File: config.mk
export PLATFORM = sky130hd
export DESIGN_NAME = data_mem_ctrl_flat
export DESIGN_NICKNAME = d
export VERILOG_FILES = /design/src/rtl/data_mem_ctrl_if.sv /design/src/rtl/data_mem_ctrl.sv /design/src/flat_wrapper.sv
export SDC_FILE = /design/constraint.sdc
export NUM_CORES = 1
export LEC_CHECK = 0
export BUFFER_PORTS_ARGS = -buffer_cell sky130_fd_sc_hd__buf_2
export CAP_MARGIN = 20
export CORE_MARGIN = 1
export CORE_UTILIZATION = 40
export CTS_CLUSTER_SIZE = 8
export DETAILED_ROUTE_END_ITERATION = 8
export PLACE_DENSITY = 0.64
export SLEW_MARGIN = 10
export SYNTH_ARGS = -nofsm -noshare
export SYNTH_HDL_FRONTEND = slang
export SYNTH_SLANG_ARGS = --single-unit
File: constraint.sdc
create_clock -name clk -period 2.4 [get_ports clk]
set_input_delay 0.48 -clock clk [delete_from_list [all_inputs] [get_ports clk]]
set_output_delay 0.48 -clock clk [all_outputs]
set_load 0.02 [all_outputs]
File: src/rtl/data_mem_ctrl_if.sv
// Word-wide req/ack data-memory bus between the load/store controller
// (master) and the data memory (slave).
interface data_mem_ctrl_if #(
    parameter int ADDR_W = 30
);
    logic              mem_req;
    logic              mem_we;
    logic [ADDR_W-1:0] mem_addr;
    logic [3:0]        mem_be;
    logic [31:0]       mem_wdata;
    logic [31:0]       mem_rdata;
    logic              mem_ack;

    modport master (
        output mem_req, mem_we, mem_addr, mem_be, mem_wdata,
        input  mem_rdata, mem_ack
    );

    modport slave (
        input  mem_req, mem_we, mem_addr, mem_be, mem_wdata,
        output mem_rdata, mem_ack
    );
endinterface

File: src/rtl/data_mem_ctrl.sv
// Load/store responder: turns one decoded load or store into a single req/ack
// bus transaction, stalls the core meanwhile and flags bad or timed-out accesses.
module data_mem_ctrl #(
    parameter int ADDR_W  = 30,
    parameter int TIMEOUT = 16
) (
    input  logic                   clk,
    input  logic                   rst_n,
    input  logic                   mem_read,
    input  logic                   mem_write,
    input  logic [1:0]             AU_inst_sel,
    input  logic                   signed_inst,
    input  logic [31:0]            addr,
    input  logic [31:0]            wdata,
    output logic [31:0]            rdata,
    output logic                   stall,
    output logic                   acc_err,
    data_mem_ctrl_if.master        bus
);

    typedef enum logic [1:0] {IDLE, BUS, DONE} state_e;

    localparam logic [1:0] SZ_WORD = 2'b00;
    localparam logic [1:0] SZ_HALF = 2'b01;
    localparam logic [1:0] SZ_BYTE = 2'b10;
    localparam logic [7:0] TO_LAST = 8'(TIMEOUT - 1);

    state_e            state_q, state_d;
    logic              err_q, err_d;
    logic [31:0]       rdata_q, rdata_d;
    logic              req_q, req_d;
    logic              we_q, we_d;
    logic [ADDR_W-1:0] addr_q, addr_d;
    logic [3:0]        be_q, be_d;
    logic [31:0]       wdata_q, wdata_d;
    logic [1:0]        size_q, size_d;
    logic              sgn_q, sgn_d;
    logic [1:0]        lane_q, lane_d;
    logic [7:0]        tcnt_q, tcnt_d;

    logic        access;
    logic        illegal;
    logic [3:0]  be_c;
    logic [31:0] wdata_c;
    logic [7:0]  byte_c;
    logic [15:0] half_c;
    logic [31:0] load_c;

    assign access  = mem_read | mem_write;
    assign illegal = (mem_read & mem_write)
                   | (AU_inst_sel == 2'b11)
                   | ((AU_inst_sel == SZ_HALF) & addr[0])
                   | ((AU_inst_sel == SZ_WORD) & (addr[1:0] != 2'b00));

    always_comb begin
        be_c    = 4'b1111;
        wdata_c = wdata;
        case (AU_inst_sel)
            SZ_BYTE: begin
                be_c    = 4'b0001 << addr[1:0];
                wdata_c = {4{wdata[7:0]}};
            end
            SZ_HALF: begin
                be_c    = 4'b0011 << addr[1:0];
                wdata_c = {2{wdata[15:0]}};
            end
            default: ;
        endcase
    end

    // Lane selection uses the address/size latched at acceptance, not the live inputs.
    always_comb begin
        byte_c = bus.mem_rdata[7:0];
        case (lane_q)
            2'd1:    byte_c = bus.mem_rdata[15:8];
            2'd2:    byte_c = bus.mem_rdata[23:16];
            2'd3:    byte_c = bus.mem_rdata[31:24];
            default: byte_c = bus.mem_rdata[7:0];
        endcase
        half_c = lane_q[1] ? bus.mem_rdata[31:16] : bus.mem_rdata[15:0];
        case (size_q)
            SZ_BYTE: load_c = {{24{sgn_q & byte_c[7]}}, byte_c};
            SZ_HALF: load_c = {{16{sgn_q & half_c[15]}}, half_c};
            default: load_c = bus.mem_rdata;
        endcase
    end

    always_comb begin
        state_d = state_q;
        err_d   = err_q;
        rdata_d = rdata_q;
        req_d   = req_q;
        we_d    = we_q;
        addr_d  = addr_q;
        be_d    = be_q;
        wdata_d = wdata_q;
        size_d  = size_q;
        sgn_d   = sgn_q;
        lane_d  = lane_q;
        tcnt_d  = tcnt_q;
        case (state_q)
            IDLE: begin
                if (access) begin
                    if (illegal) begin
                        state_d = DONE;
                        err_d   = 1'b1;
                        rdata_d = '0;
                    end else begin
                        state_d = BUS;
                        err_d   = 1'b0;
                        req_d   = 1'b1;
                        we_d    = mem_write;
                        addr_d  = addr[ADDR_W+1:2];
                        be_d    = be_c;
                        wdata_d = wdata_c;
                        size_d  = AU_inst_sel;
                        sgn_d   = signed_inst;
                        lane_d  = addr[1:0];
                        tcnt_d  = '0;
                    end
                end
            end
            BUS: begin
                if (bus.mem_ack) begin
                    state_d = DONE;
                    req_d   = 1'b0;
                    if (!we_q) rdata_d = load_c;
                end else if (tcnt_q == TO_LAST) begin
                    state_d = DONE;
                    req_d   = 1'b0;
                    rdata_d = '0;
                    err_d   = 1'b1;
                end else begin
                    tcnt_d = tcnt_q + 8'd1;
                end
            end
            DONE:    state_d = IDLE;
            default: state_d = IDLE;
        endcase
    end

    always_ff @(posedge clk or negedge rst_n) begin
        if (!rst_n) begin
            state_q <= IDLE;
            err_q   <= 1'b0;
            rdata_q <= '0;
            req_q   <= 1'b0;
            we_q    <= 1'b0;
            addr_q  <= '0;
            be_q    <= '0;
            wdata_q <= '0;
            size_q  <= '0;
            sgn_q   <= 1'b0;
            lane_q  <= '0;
            tcnt_q  <= '0;
        end else begin
            state_q <= state_d;
            err_q   <= err_d;
            rdata_q <= rdata_d;
            req_q   <= req_d;
            we_q    <= we_d;
            addr_q  <= addr_d;
            be_q    <= be_d;
            wdata_q <= wdata_d;
            size_q  <= size_d;
            sgn_q   <= sgn_d;
            lane_q  <= lane_d;
            tcnt_q  <= tcnt_d;
        end
    end

    // rst_n gates stall so a core holding its request through reset is not frozen.
    assign stall   = rst_n & (((state_q == IDLE) & access) | (state_q == BUS));
    assign acc_err = (state_q == DONE) & err_q;
    assign rdata   = rdata_q;

    assign bus.mem_req   = req_q;
    assign bus.mem_we    = we_q;
    assign bus.mem_addr  = addr_q;
    assign bus.mem_be    = be_q;
    assign bus.mem_wdata = wdata_q;

endmodule

File: src/flat_wrapper.sv
// flat-port wrapper written by rule: the top's interface ports become plain ports
module data_mem_ctrl_flat 
#(
    parameter int ADDR_W  = 30,
    parameter int TIMEOUT = 16
)
  (clk, rst_n, mem_read, mem_write, AU_inst_sel, signed_inst, addr, wdata, rdata, stall, acc_err, bus_mem_req, bus_mem_we, bus_mem_addr, bus_mem_be, bus_mem_wdata, bus_mem_rdata, bus_mem_ack);
  data_mem_ctrl_if #(.ADDR_W(ADDR_W)) bus_i ();
  input  logic clk;
  input  logic rst_n;
  input  logic mem_read;
  input  logic mem_write;
  input  logic [1:0] AU_inst_sel;
  input  logic signed_inst;
  input  logic [31:0] addr;
  input  logic [31:0] wdata;
  output logic [31:0] rdata;
  output logic stall;
  output logic acc_err;
  output wire logic [$bits(bus_i.mem_req)-1:0] bus_mem_req;
  output wire logic [$bits(bus_i.mem_we)-1:0] bus_mem_we;
  output wire logic [$bits(bus_i.mem_addr)-1:0] bus_mem_addr;
  output wire logic [$bits(bus_i.mem_be)-1:0] bus_mem_be;
  output wire logic [$bits(bus_i.mem_wdata)-1:0] bus_mem_wdata;
  input wire logic [$bits(bus_i.mem_rdata)-1:0] bus_mem_rdata;
  input wire logic [$bits(bus_i.mem_ack)-1:0] bus_mem_ack;
  assign bus_mem_req = bus_i.mem_req;
  assign bus_mem_we = bus_i.mem_we;
  assign bus_mem_addr = bus_i.mem_addr;
  assign bus_mem_be = bus_i.mem_be;
  assign bus_mem_wdata = bus_i.mem_wdata;
  assign bus_i.mem_rdata = bus_mem_rdata;
  assign bus_i.mem_ack = bus_mem_ack;
  data_mem_ctrl #(.ADDR_W(ADDR_W), .TIMEOUT(TIMEOUT)) u_core (.clk(clk), .rst_n(rst_n), .mem_read(mem_read), .mem_write(mem_write), .AU_inst_sel(AU_inst_sel), .signed_inst(signed_inst), .addr(addr), .wdata(wdata), .rdata(rdata), .stall(stall), .acc_err(acc_err), .bus(bus_i));
endmodule
==> run summary <==
clk root buf: clkbuf_16
share of cells above drive strength 1: 43.5%
total global-route track usage: 22.0%
Die Ht: 122 um
DRT iter0 DRCs: 302
vias in the first global route: 4,913
RR Startpoint: u_core.lane_q[0]$_DFFE_PN0P_
post-route setup TNS: 0 ns
RSZ-0062 raised after global routing: false
Synth Register Bits: 116
Avg Vias per Cell: 5.35
synthesized area: 5810 um^2
clk_lat worst skew: 0.41 ns
crit path launch type: flip-flop
Layout Nets: 838
WL per Instance: 17.2 um
first-pass GRT wire length: 25,300 um
DRT Pass-1 Iters: 4
overflow left after global routing: 0
final hold vios: 0
critical-path maximum fanout: 11
Post-DP HPWL: 11,100 um
Final WS setup: 0.310 ns
# fillers: 1,254
Place WS: 0.0775 ns
# DRC: 0
worst min path class: primary input to async pin
hold slack final: 0.212 ns
CTS tree: built
P&R area growth vs syn: 32.0%
CTS Buffer Depth: 2
synthesis warning total: 0
TritonCTS buffer count: 17
Die X: 122 um
Worst Setup SP: u_core.state_q[0]$_DFFE_PN0P_
max_cap viols: 0
headroom to the max-slew limit: 33.9%
slowest cell delay on critical path: 0.50 ns
number of antenna diodes: 0
Worst EP arrival: 1.61 ns
leakage: 3.72 nW
I/O pins: 206
final antenna-violating net count: 0
critical path capture point type: primary output
Syn Area/Cell: 10.9 um^2
period utilization: 87.1%
endpoints failing setup: 0
Core Region: 14,000 um^2
# port buffers: 205
minimum clock period: 2.09 ns
Vias: 4,923
Yosys cell types: 54
Post-synth top flop: dfrtp_1
Slowest-stage cell, CP: dfrtp_1
fmax: 479 MHz
worst vdd ir: 0.675 mV
PD cells: 1320 nW/um^2
total die area: 15,000 um^2
post-detailed-routing wire length: 15,800 um
clk sinks: 116
total nets after synthesis: 642
starting density of the core: 41.3%
H-tree levels: 4
Worst-Margin Slew: 0.989 ns
share of the yosys chip area belonging to registers: 50.0%
CTS resizes: 0
postcts setup bufs: 0
gpl congestion: 0.840
hold buffers post-CTS: 0
largest net degree at the start of global routing: 117
Async S/R FF share, synth: 100%
CP Data Required Time: 1.92 ns
status: completed
critical path type: flip-flop to primary output
overall power: 10.1 mW
Clk pin slew, worst setup/hold paths: 0.06 ns
final setup skew: 0.00598 ns
EDFF count, synth: 0
initial antenna violation count: 0
row count: 43
Max Slew Vio Count: 0
commonest non-fill, non-tap cells in the layout: buf_2 (204), dfrtp_1 (116), nand2_1 (60)
crit path cell chain: nor3_1, nor2_1, and2_1, buf_2
most common cell after layout, fill and taps aside: buf_2
Gate Count Post-Synth: 531
## worst max-delay path, delay by kind of cell (launching register included)
family,cells,cell delay [ns]
buffers and inverters,1,0.15
DFF,1,0.50
and+or+nand+nor,3,0.55
## per-stage QoR
step	instances	utilization [%]	instance area, um^2
after global routing	920	54.6	7660
final	920	54.6	7660
after detailed placement	888	49.9	7010
after CTS	920	54.6	7660
after global placement	888	49.9	7010
after floorplan	531	-	5810
## final timing paths
path,to,slack (ns),cells past startpoint
worst max-delay path,stall,0.31,4
worst min-delay path,u_core.bus.mem_wdata[16]$_DFFE_PN0P_,0.21,2
worst max register to register,u_core.rdata[14]$_DFFE_PN0P_,0.34,5
worst min register to register,u_core.bus.mem_be[0]$_DFFE_PN0P_,0.47,2
max in group asynchronous,u_core.bus.mem_wdata[11]$_DFFE_PN0P_,1.69,2
min in group clk,u_core.bus.mem_addr[10]$_DFFE_PN0P_,0.30,2
## report_power, final
part	internal [mW]	switching (mW)	total, mW
Combinational	1.65	2.48	4.13
Sequential	2.67	0.521	3.19
Clock	1.87	0.931	2.80
## registers in the layout (all words and copies together), names as in the netlist, 2 cells and up
signal	flops
u_core.bus.mem_addr	30
u_core.bus.mem_be	4
u_core.bus.mem_wdata	32
u_core.lane_q	2
u_core.rdata	32
u_core.size_q	2
u_core.state_q	2
u_core.tcnt_q	8
## layout make-up
| cell class | count | area [um^2] | share of cell area [%] |
|---|---|---|---|
| flip-flops and latches | 116 | 2900 | 37.9 |
| multi-input cells | 358 | 2660 | 34.7 |
| repair buffers | 218 | 1160 | 15.2 |
| clock buffers | 19 | 443 | 5.78 |
| well taps | 180 | 225 | 2.94 |
| clock inverters | 13 | 206 | 2.69 |
| inverters | 16 | 60.1 | 0.784 |
## routing by layer
metal	track usage (%)	wire (um)
met5	0	0
met4	10.1	423
met3	7.43	1350
met1	28.3	6700
met2	33.4	7360
## cells by family (layout without fill, tap and decap cells)
group | Yosys count | in the layout | synth area share [%]
AOI/OAI and AO/OA | 165 | 165 | 19.5
xor gates and xnor gates | 1 | 1 | 0.151
adders and majority gates | 7 | 7 | 1.51
buffers and inverters | 57 | 266 | 4.46
DFF | 116 | 116 | 50.0
muxes | 71 | 71 | 14.6
and+or+nand+nor | 114 | 114 | 9.74
## synth_stat cells (9+ instances only)
cell type  count  share of area [%]
a21oi_1       36                3.1
nor2_1         9               0.58
o21ai_0       48                4.1
nand2b_1      11                1.2
mux2i_1       10                1.7
buf_2         15                1.3
mux2_2        55                 11
nand2_1       60                3.9
a22oi_1       16                2.1
o2bb2ai_1     19                2.9
clkbuf_1      20                1.3
inv_1         16                1.0
nor2b_1       11                1.2
dfrtp_1      116                 50
Power figures use the tool's default switching activity.
